<file path="src/rtl/i2c_reg_sequencer.sv">
// -----------------------------------------------------------------------------
// i2c_reg_sequencer
//
// Turns one register-access request into the ordered command stream that the
// byte-level I2C master consumes. It returns read data and a completion/error
// status. If the master hangs, it pulses the master's reset.
//
// Ports
//   clk        in   system clock
//   reset      in   synchronous active-low reset
//   go         in   request pulse, sampled only while idle
//   rw         in   0 = register write, 1 = register read
//   dev_addr   in   7-bit slave address
//   reg_addr   in   register index
//   wdata      in   write payload
//   rdata      out  last byte read (updated only by a successful read)
//   busy       out  transaction in progress (including the done cycle)
//   done       out  one-cycle completion pulse
//   err        out  status of the last transaction
//   m_i2c_en, m_start, m_stop  out  command strobes to the master
//   m_tx_data  out  byte to transmit
//   m_ready    in   master able to accept a command
//   m_tx_done  in   master finished shifting a written byte
//   m_rx_data  in   master receive register
//   m_reset_n  out  active-low reset to the master
// -----------------------------------------------------------------------------
module i2c_reg_sequencer #(
    parameter int TIMEOUT    = 50000,
    parameter int RST_CYCLES = 4
) (
    input  logic       clk,
    input  logic       reset,
    input  logic       go,
    input  logic       rw,
    input  logic [6:0] dev_addr,
    input  logic [7:0] reg_addr,
    input  logic [7:0] wdata,
    output logic [7:0] rdata,
    output logic       busy,
    output logic       done,
    output logic       err,
    output logic       m_i2c_en,
    output logic       m_start,
    output logic       m_stop,
    output logic [7:0] m_tx_data,
    input  logic       m_ready,
    input  logic       m_tx_done,
    input  logic [7:0] m_rx_data,
    output logic       m_reset_n
);

    localparam int CNT_W = $clog2(TIMEOUT + 1);
    localparam int RST_W = $clog2(RST_CYCLES + 1);

    typedef enum logic [2:0] {S_IDLE, S_ISSUE, S_WAIT, S_DONE, S_RECOVER} state_t;

    typedef struct packed {
        logic       en;
        logic       start;
        logic       stop;
        logic [7:0] tx;
    } cmd_t;

    localparam cmd_t CMD_NOP   = '{en: 1'b0, start: 1'b0, stop: 1'b0, tx: 8'h00};
    localparam cmd_t CMD_START = '{en: 1'b1, start: 1'b1, stop: 1'b0, tx: 8'h00};
    localparam cmd_t CMD_READ  = '{en: 1'b1, start: 1'b1, stop: 1'b1, tx: 8'h00};
    localparam cmd_t CMD_STOP  = '{en: 1'b1, start: 1'b0, stop: 1'b1, tx: 8'h00};

    function automatic cmd_t wr_cmd(input logic [7:0] b);
        wr_cmd = '{en: 1'b1, start: 1'b0, stop: 1'b0, tx: b};
    endfunction

    // Command for a given step. The master has no repeated start, so a read
    // closes the register-pointer write with STOP and opens a fresh START.
    function automatic cmd_t step_cmd(input logic       r,
                                      input logic [2:0] step,
                                      input logic [6:0] dev,
                                      input logic [7:0] ra,
                                      input logic [7:0] wd);
        cmd_t c;
        c = CMD_NOP;
        if (!r) begin
            case (step)
                3'd0:    c = CMD_START;
                3'd1:    c = wr_cmd({dev, 1'b0});
                3'd2:    c = wr_cmd(ra);
                3'd3:    c = wr_cmd(wd);
                3'd4:    c = CMD_STOP;
                default: c = CMD_NOP;
            endcase
        end else begin
            case (step)
                3'd0:    c = CMD_START;
                3'd1:    c = wr_cmd({dev, 1'b0});
                3'd2:    c = wr_cmd(ra);
                3'd3:    c = CMD_STOP;
                3'd4:    c = CMD_START;
                3'd5:    c = wr_cmd({dev, 1'b1});
                3'd6:    c = CMD_READ;
                default: c = CMD_STOP;
            endcase
        end
        return c;
    endfunction

    state_t           state_q, state_d;
    logic [2:0]       step_q, step_d;
    logic [CNT_W-1:0] cnt_q, cnt_d;
    logic [RST_W-1:0] rcnt_q, rcnt_d;
    logic             rw_q, rw_d;
    logic [6:0]       dev_q, dev_d;
    logic [7:0]       reg_q, reg_d;
    logic [7:0]       wdata_q, wdata_d;
    logic [7:0]       rdata_q, rdata_d;
    logic             err_q, err_d;
    logic             busy_q, busy_d;
    logic             done_q, done_d;
    logic             mrst_n_q, mrst_n_d;
    cmd_t             cmd_q, cmd_d;

    // The step that just completed; the outputs already show NOP by then.
    cmd_t       cur;
    logic       cur_is_write;
    logic       cur_is_read;
    logic [2:0] last_step;
    logic       timed_out;

    assign cur          = step_cmd(rw_q, step_q, dev_q, reg_q, wdata_q);
    assign cur_is_write = cur.en & ~cur.start & ~cur.stop;
    assign cur_is_read  = cur.en & cur.start & cur.stop;
    assign last_step    = rw_q ? 3'd7 : 3'd4;
    assign timed_out    = (cnt_q == CNT_W'(TIMEOUT - 1));

    always_comb begin
        // NOTE: every variable gets a default before any branch so that no
        // path leaves it unassigned, which would infer a latch.
        state_d  = state_q;
        step_d   = step_q;
        cnt_d    = cnt_q;
        rcnt_d   = rcnt_q;
        rw_d     = rw_q;
        dev_d    = dev_q;
        reg_d    = reg_q;
        wdata_d  = wdata_q;
        rdata_d  = rdata_q;
        err_d    = err_q;
        busy_d   = busy_q;
        done_d   = 1'b0;
        mrst_n_d = 1'b1;
        cmd_d    = cmd_q;

        case (state_q)
            S_IDLE: begin
                busy_d = 1'b0;
                cmd_d  = CMD_NOP;
                if (go) begin
                    rw_d    = rw;
                    dev_d   = dev_addr;
                    reg_d   = reg_addr;
                    wdata_d = wdata;
                    err_d   = 1'b0;
                    step_d  = 3'd0;
                    cnt_d   = '0;
                    busy_d  = 1'b1;
                    cmd_d   = step_cmd(rw, 3'd0, dev_addr, reg_addr, wdata);
                    state_d = S_ISSUE;
                end
            end

            S_ISSUE: begin
                cnt_d = cnt_q + 1'b1;
                if (!m_ready) begin
                    cmd_d   = CMD_NOP;
                    state_d = S_WAIT;
                end else if (timed_out) begin
                    cmd_d    = CMD_NOP;
                    err_d    = 1'b1;
                    rcnt_d   = '0;
                    mrst_n_d = 1'b0;
                    state_d  = S_RECOVER;
                end
            end

            S_WAIT: begin
                cnt_d = cnt_q + 1'b1;
                // A completion in the timeout cycle still counts as a completion.
                if (m_ready) begin
                    cnt_d = '0;
                    if (cur_is_write && !m_tx_done) begin
                        // Byte not acknowledged: abandon the rest and close the bus.
                        err_d   = 1'b1;
                        step_d  = last_step;
                        cmd_d   = CMD_STOP;
                        state_d = S_ISSUE;
                    end else begin
                        if (cur_is_read) begin
                            rdata_d = m_rx_data;
                        end
                        if (step_q == last_step) begin
                            done_d  = 1'b1;
                            state_d = S_DONE;
                        end else begin
                            step_d  = step_q + 3'd1;
                            cmd_d   = step_cmd(rw_q, step_q + 3'd1, dev_q, reg_q, wdata_q);
                            state_d = S_ISSUE;
                        end
                    end
                end else if (timed_out) begin
                    err_d    = 1'b1;
                    rcnt_d   = '0;
                    mrst_n_d = 1'b0;
                    state_d  = S_RECOVER;
                end
            end

            S_RECOVER: begin
                rcnt_d   = rcnt_q + 1'b1;
                mrst_n_d = 1'b0;
                if (rcnt_q == RST_W'(RST_CYCLES - 1)) begin
                    mrst_n_d = 1'b1;
                    done_d   = 1'b1;
                    state_d  = S_DONE;
                end
            end

            S_DONE: begin
                busy_d  = 1'b0;
                state_d = S_IDLE;
            end

            default: begin
                busy_d  = 1'b0;
                cmd_d   = CMD_NOP;
                state_d = S_IDLE;
            end
        endcase
    end

    always_ff @(posedge clk) begin
        // NOTE: state registers use non-blocking assignments so that every
        // flop samples the pre-edge values, independent of statement order.
        if (!reset) begin
            state_q  <= S_IDLE;
            step_q   <= '0;
            cnt_q    <= '0;
            rcnt_q   <= '0;
            rw_q     <= 1'b0;
            dev_q    <= '0;
            reg_q    <= '0;
            wdata_q  <= '0;
            rdata_q  <= '0;
            err_q    <= 1'b0;
            busy_q   <= 1'b0;
            done_q   <= 1'b0;
            mrst_n_q <= 1'b1;
            cmd_q    <= CMD_NOP;
        end else begin
            state_q  <= state_d;
            step_q   <= step_d;
            cnt_q    <= cnt_d;
            rcnt_q   <= rcnt_d;
            rw_q     <= rw_d;
            dev_q    <= dev_d;
            reg_q    <= reg_d;
            wdata_q  <= wdata_d;
            rdata_q  <= rdata_d;
            err_q    <= err_d;
            busy_q   <= busy_d;
            done_q   <= done_d;
            mrst_n_q <= mrst_n_d;
            cmd_q    <= cmd_d;
        end
    end

    assign rdata     = rdata_q;
    assign busy      = busy_q;
    assign done      = done_q;
    assign err       = err_q;
    assign m_i2c_en  = cmd_q.en;
    assign m_start   = cmd_q.start;
    assign m_stop    = cmd_q.stop;
    assign m_tx_data = cmd_q.tx;
    assign m_reset_n = mrst_n_q;

endmodule
</file>
<file path="config.mk">
export PLATFORM = sky130hd
export DESIGN_NAME = i2c_reg_sequencer
export DESIGN_NICKNAME = d
export VERILOG_FILES = /design/src/rtl/i2c_reg_sequencer.sv
export SDC_FILE = /design/constraint.sdc
export NUM_CORES = 1
export LEC_CHECK = 0
export CAP_MARGIN = 15
export CORE_MARGIN = 2
export CORE_UTILIZATION = 55
export DETAILED_ROUTE_END_ITERATION = 7
export PLACE_DENSITY = 0.82
export SKIP_LAST_GASP = 1
export SYNTH_ARGS = -nofsm -noshare
export SYNTH_HDL_FRONTEND = slang
export SYNTH_SLANG_ARGS = --single-unit
</file>
<file path="constraint.sdc">
create_clock -name clk -period 5.3 [get_ports clk]
set_input_delay 0.795 -clock clk [delete_from_list [all_inputs] [get_ports clk]]
set_output_delay 0.795 -clock clk [all_outputs]
set_load 0.02 [all_outputs]
</file>
==> metrics.log <==
INFO  metric ys_async_sr_fraction = 0
INFO  metric cts-resized-gates = 0
INFO  metric vdd_drop_max = 0.1580 mV
INFO  metric hold_path.class = reg -> reg
INFO  metric synthCells = 444
INFO  metric switchingPower = 278.3 uW
INFO  metric switching_share = 0.2481
INFO  metric setup_cp_type = reg -> reg
INFO  metric insertion_delay = 0.35 ns
INFO  metric dp.final_hpwl = 5620 um
INFO  metric worst_reg_to_reg_setup_slack = 2.25 ns
INFO  metric globalRouteTotalUtil = 0.2242
INFO  metric cp-start-kind = register
INFO  metric area_growth_syn_to_layout = 20.04%
INFO  metric clkSinkCount = 72
INFO  metric worstSetupPathDepth = 7
INFO  metric timing.final.ws_setup = 2.252 ns
INFO  metric vias = 3227
INFO  metric grt_pass1_vias = 2977
INFO  metric power_frac_clock = 0.385
INFO  metric portBuffers = 59
INFO  metric ys_types = 58
INFO  metric hold_path.startpoint = m_tx_data[2]
INFO  metric post_cts.repair.setup_buffers = 0
INFO  metric start_util = 0.5588
INFO  metric worstPathRequired = 5.58 ns
INFO  metric worstPathBufferInverterCount = 1
INFO  metric final_layout_size_suffix_gt1_frac = 0.06897
INFO  metric grt_max_degree = 67
INFO  metric p_int = 843.2 uW
INFO  metric placeableCoreArea = 6681 um2
INFO  metric chipWidth = 86.39 um
INFO  metric first_iter_violations = 234
INFO  metric number_of_antenna_violations_at_the_first_check_in_global_routing = 0
INFO  metric die_h = 86.39 um
INFO  metric timing.rr.end = m_stop
INFO  metric setup_viol_count_final = 0
INFO  metric rsz0062_at_grt = no
INFO  metric worst_clock_skew = 0.008842 ns
INFO  metric die_area = 7463 um2
INFO  metric ys_seq_area_frac = 0.3861
INFO  metric final_net_count = 536
INFO  metric clock_path_buffers = 2
INFO  metric synth-seq-cells = 72
INFO  metric max_freq = 328.1 MHz
INFO  metric count_of_tritonroute_iterations_in_the_first_routing_pass = 4
INFO  metric syn-cell-area = 3734 um2
INFO  metric post-route-min-period = 3.048 ns
INFO  metric combinational_power_share = 0.106
INFO  metric slew-limit-headroom = 0.3415
INFO  metric crit_path_max_fanout = 11
INFO  metric avgRoutedWirePerCell = 13.90 um
INFO  metric worst_hold_path.num_cells = 2
INFO  metric io_pins = 60
INFO  metric detailedPlace.worstSlack = 2.036 ns
INFO  metric antenna_left = 0
INFO  metric syn_warnings = 0
INFO  metric endpoint_kind = register
INFO  metric max_cap_violations = 0
INFO  metric pwr-share-seq = 0.509
INFO  metric detail_route.vias_per_cell = 5.632
INFO  metric clk_root_buffer_cell = sky130_fd_sc_hd__clkbuf_8
INFO  metric total_cts_buffers = 9
INFO  metric std_cell_rows = 30
INFO  metric synth_nets = 492
INFO  metric final-hold-violation-count = 0
INFO  metric worstSetupStartpoint = step_q[0]
INFO  metric first_pass_grt_wire_length = 13410 um
INFO  metric timing.critical_path.slowest_stage_cell = sky130_fd_sc_hd__a2111oi_4
INFO  metric timing.final.crit_share = 0.5751
INFO  metric drc_errors = 0
INFO  metric critical-path-max-stage-delay = 0.85 ns
INFO  metric cts_tree = yes
INFO  metric cells_taking_the_most_area_after_synthesis = sky130_fd_sc_hd__dfxtp_1 (39%), sky130_fd_sc_hd__nand2_1 (8.5%), sky130_fd_sc_hd__mux2i_1 (5.6%)
INFO  metric holdPathEnd = m_tx_data[2]
INFO  metric largest_delay_contributor_family_on_the_critical_path = compound AO/OA/AOI/OAI gates
INFO  metric netlist.area_leader.share = 0.3861
INFO  metric most_used_dff_post_synth = sky130_fd_sc_hd__dfxtp_1
INFO  metric worst-slew-pin-transition = 0.9878 ns
INFO  metric leakagePower = 0.001642 uW
INFO  metric synth_top_area_cell = sky130_fd_sc_hd__dfxtp_1
INFO  metric power_density = 250.2 nW/um2
INFO  metric path_cells = inv_1 -> ha_1 -> or2_1 -> a221oi_1 -> nor3_2 -> a2111oi_4 -> mux2i_1
INFO  metric slew_viol_final = 0
INFO  metric antenna-diode-count = 0
INFO  metric worst_r2r_path_depth = 7
INFO  metric synth_area_per_cell = 8.409 um2
INFO  metric finalPower = 1121 uW
INFO  metric critPathArrivalTime = 3.33 ns
INFO  metric globalRouteOverflowTotal = 0
INFO  metric worstReg2RegStart = step_q[0]
INFO  metric gp_congestion = 0.9014
INFO  metric cts.htree.levels = 3
INFO  metric cts-hold-fix-buffers = 0
INFO  metric clk_pin_slew = 0.07 ns
INFO  metric finalWirelength = 7962 um
INFO  metric count_of_flip_flops_with_a_built_in_enable_after_synthesis = 0
INFO  metric fin_tns_setup = 0 ns
INFO  metric run_status = finished clean
## worst reg2reg max path: cells and delay by family (launching register included)
kind / cells / cell delay, ns
AO/OA/AOI/OAI: 2 / 1.35
adder cells (fa/ha/maj): 1 / 0.35
buffers and inverters: 1 / 0.13
flip-flops: 1 / 0.44
multiplexers: 1 / 0.27
AND/OR/NAND/NOR: 2 / 0.45
## layout by cell type (no fill, tap or decap), types with 4 or more instances in the layout
cell type	netlist	routed
sky130_fd_sc_hd__a22o_1	5	5
sky130_fd_sc_hd__mux2i_1	21	21
sky130_fd_sc_hd__nor2b_1	17	17
sky130_fd_sc_hd__a22oi_1	5	5
sky130_fd_sc_hd__inv_1	11	11
sky130_fd_sc_hd__nand4_1	4	4
sky130_fd_sc_hd__clkdlybuf4s50_1	0	58
sky130_fd_sc_hd__o21ai_0	13	13
sky130_fd_sc_hd__a21oi_1	21	21
sky130_fd_sc_hd__nand3_1	20	20
sky130_fd_sc_hd__a21boi_1	6	6
sky130_fd_sc_hd__clkbuf_8	1	10
sky130_fd_sc_hd__nand2_1	85	85
sky130_fd_sc_hd__nand2b_1	5	5
sky130_fd_sc_hd__nor2_1	25	25
sky130_fd_sc_hd__xor2_1	4	4
sky130_fd_sc_hd__a21boi_0	22	22
sky130_fd_sc_hd__clkinv_2	0	4
sky130_fd_sc_hd__xnor2_1	8	8
sky130_fd_sc_hd__a21o_1	4	4
sky130_fd_sc_hd__nor3_1	9	9
sky130_fd_sc_hd__or3_1	6	6
sky130_fd_sc_hd__dfxtp_1	72	72
sky130_fd_sc_hd__ha_1	11	11
## metrics by stage
step,hold slack (ns),utilization,std cells,area [um2]
floorplan,0.4347,-,444,3734
global placement,0.4456,0.6414,557,4285
detailed placement,0.4489,0.6414,557,4285
CTS,0.4626,0.6708,573,4482
global route,0.4689,0.6708,573,4482
finish,0.4599,0.6708,573,4482
## area by class of cell
class,instances,area (um2)
Fill cell,552,2200
Multi-Input combinational cell,335,2117
Sequential cell,72,1441
Timing Repair Buffer,59,585.6
Clock buffer,10,137.6
Tap cell,80,100.1
Clock inverter,6,58.81
Inverter,11,41.29
## registers in the layout, indices dropped and copies added, names as in the netlist, 3 cells and up
name,count
step_q,3
state_q,3
rcnt_q,3
wdata_q,8
cnt_q,16
reg_q,8
m_tx_data,8
dev_q,7
rdata,8
## cell usage after synthesis (8+ instances only)
| cell type | number |
|---|---|
| sky130_fd_sc_hd__a21oi_1 | 21 |
| sky130_fd_sc_hd__nand3_1 | 20 |
| sky130_fd_sc_hd__nor3_1 | 9 |
| sky130_fd_sc_hd__clkbuf_1 | 17 |
| sky130_fd_sc_hd__nor2_1 | 25 |
| sky130_fd_sc_hd__a21boi_0 | 22 |
| sky130_fd_sc_hd__o21ai_0 | 13 |
| sky130_fd_sc_hd__xnor2_1 | 8 |
| sky130_fd_sc_hd__dfxtp_1 | 72 |
| sky130_fd_sc_hd__ha_1 | 11 |
| sky130_fd_sc_hd__nand2_1 | 85 |
| sky130_fd_sc_hd__nor2b_1 | 17 |
| sky130_fd_sc_hd__inv_1 | 11 |
| sky130_fd_sc_hd__mux2i_1 | 21 |
## power by group through the flow
| stage | Clock [uW] | Combinational, uW | Sequential (uW) |
|---|---|---|---|
| after floorplan | 0 | 77.7 | 580 |
| after global placement | 0 | 116 | 583 |
| after detailed placement | 0 | 118 | 584 |
| after CTS | 441 | 119 | 571 |
| after global routing | 465 | 131 | 574 |
| final | 432 | 119 | 571 |
## cell families (layout without fill, tap and decap cells)
| logic type | Yosys count | in the layout | synth area share |
|---|---|---|---|
| simple gates | 196 | 196 | 0.2658 |
| compound gates | 95 | 95 | 0.1800 |
| flops | 72 | 72 | 0.3861 |
| buf+inv | 37 | 86 | 0.04691 |
| mux | 21 | 21 | 0.05630 |
| xor+xnor | 12 | 12 | 0.02815 |
| fa+ha+maj | 11 | 11 | 0.03686 |
## per-layer routing
metal,global-route usage,share of wire,vias to the layer above
li1,-,-,1627
met1,0.2875,0.44,1507
met2,0.3594,0.47,80
met3,0.05524,0.065,13
met4,0.09659,0.019,0
met5,0,0,-
## how the worst max path moves through the flow
stage / endpoint
final: m_stop
after global routing: m_tx_data[0]
after CTS: m_stop
after detailed placement: m_tx_data[3]
after global placement: m_i2c_en
after floorplan: m_start
No activity file was read; power rests on OpenSTA's default activity.
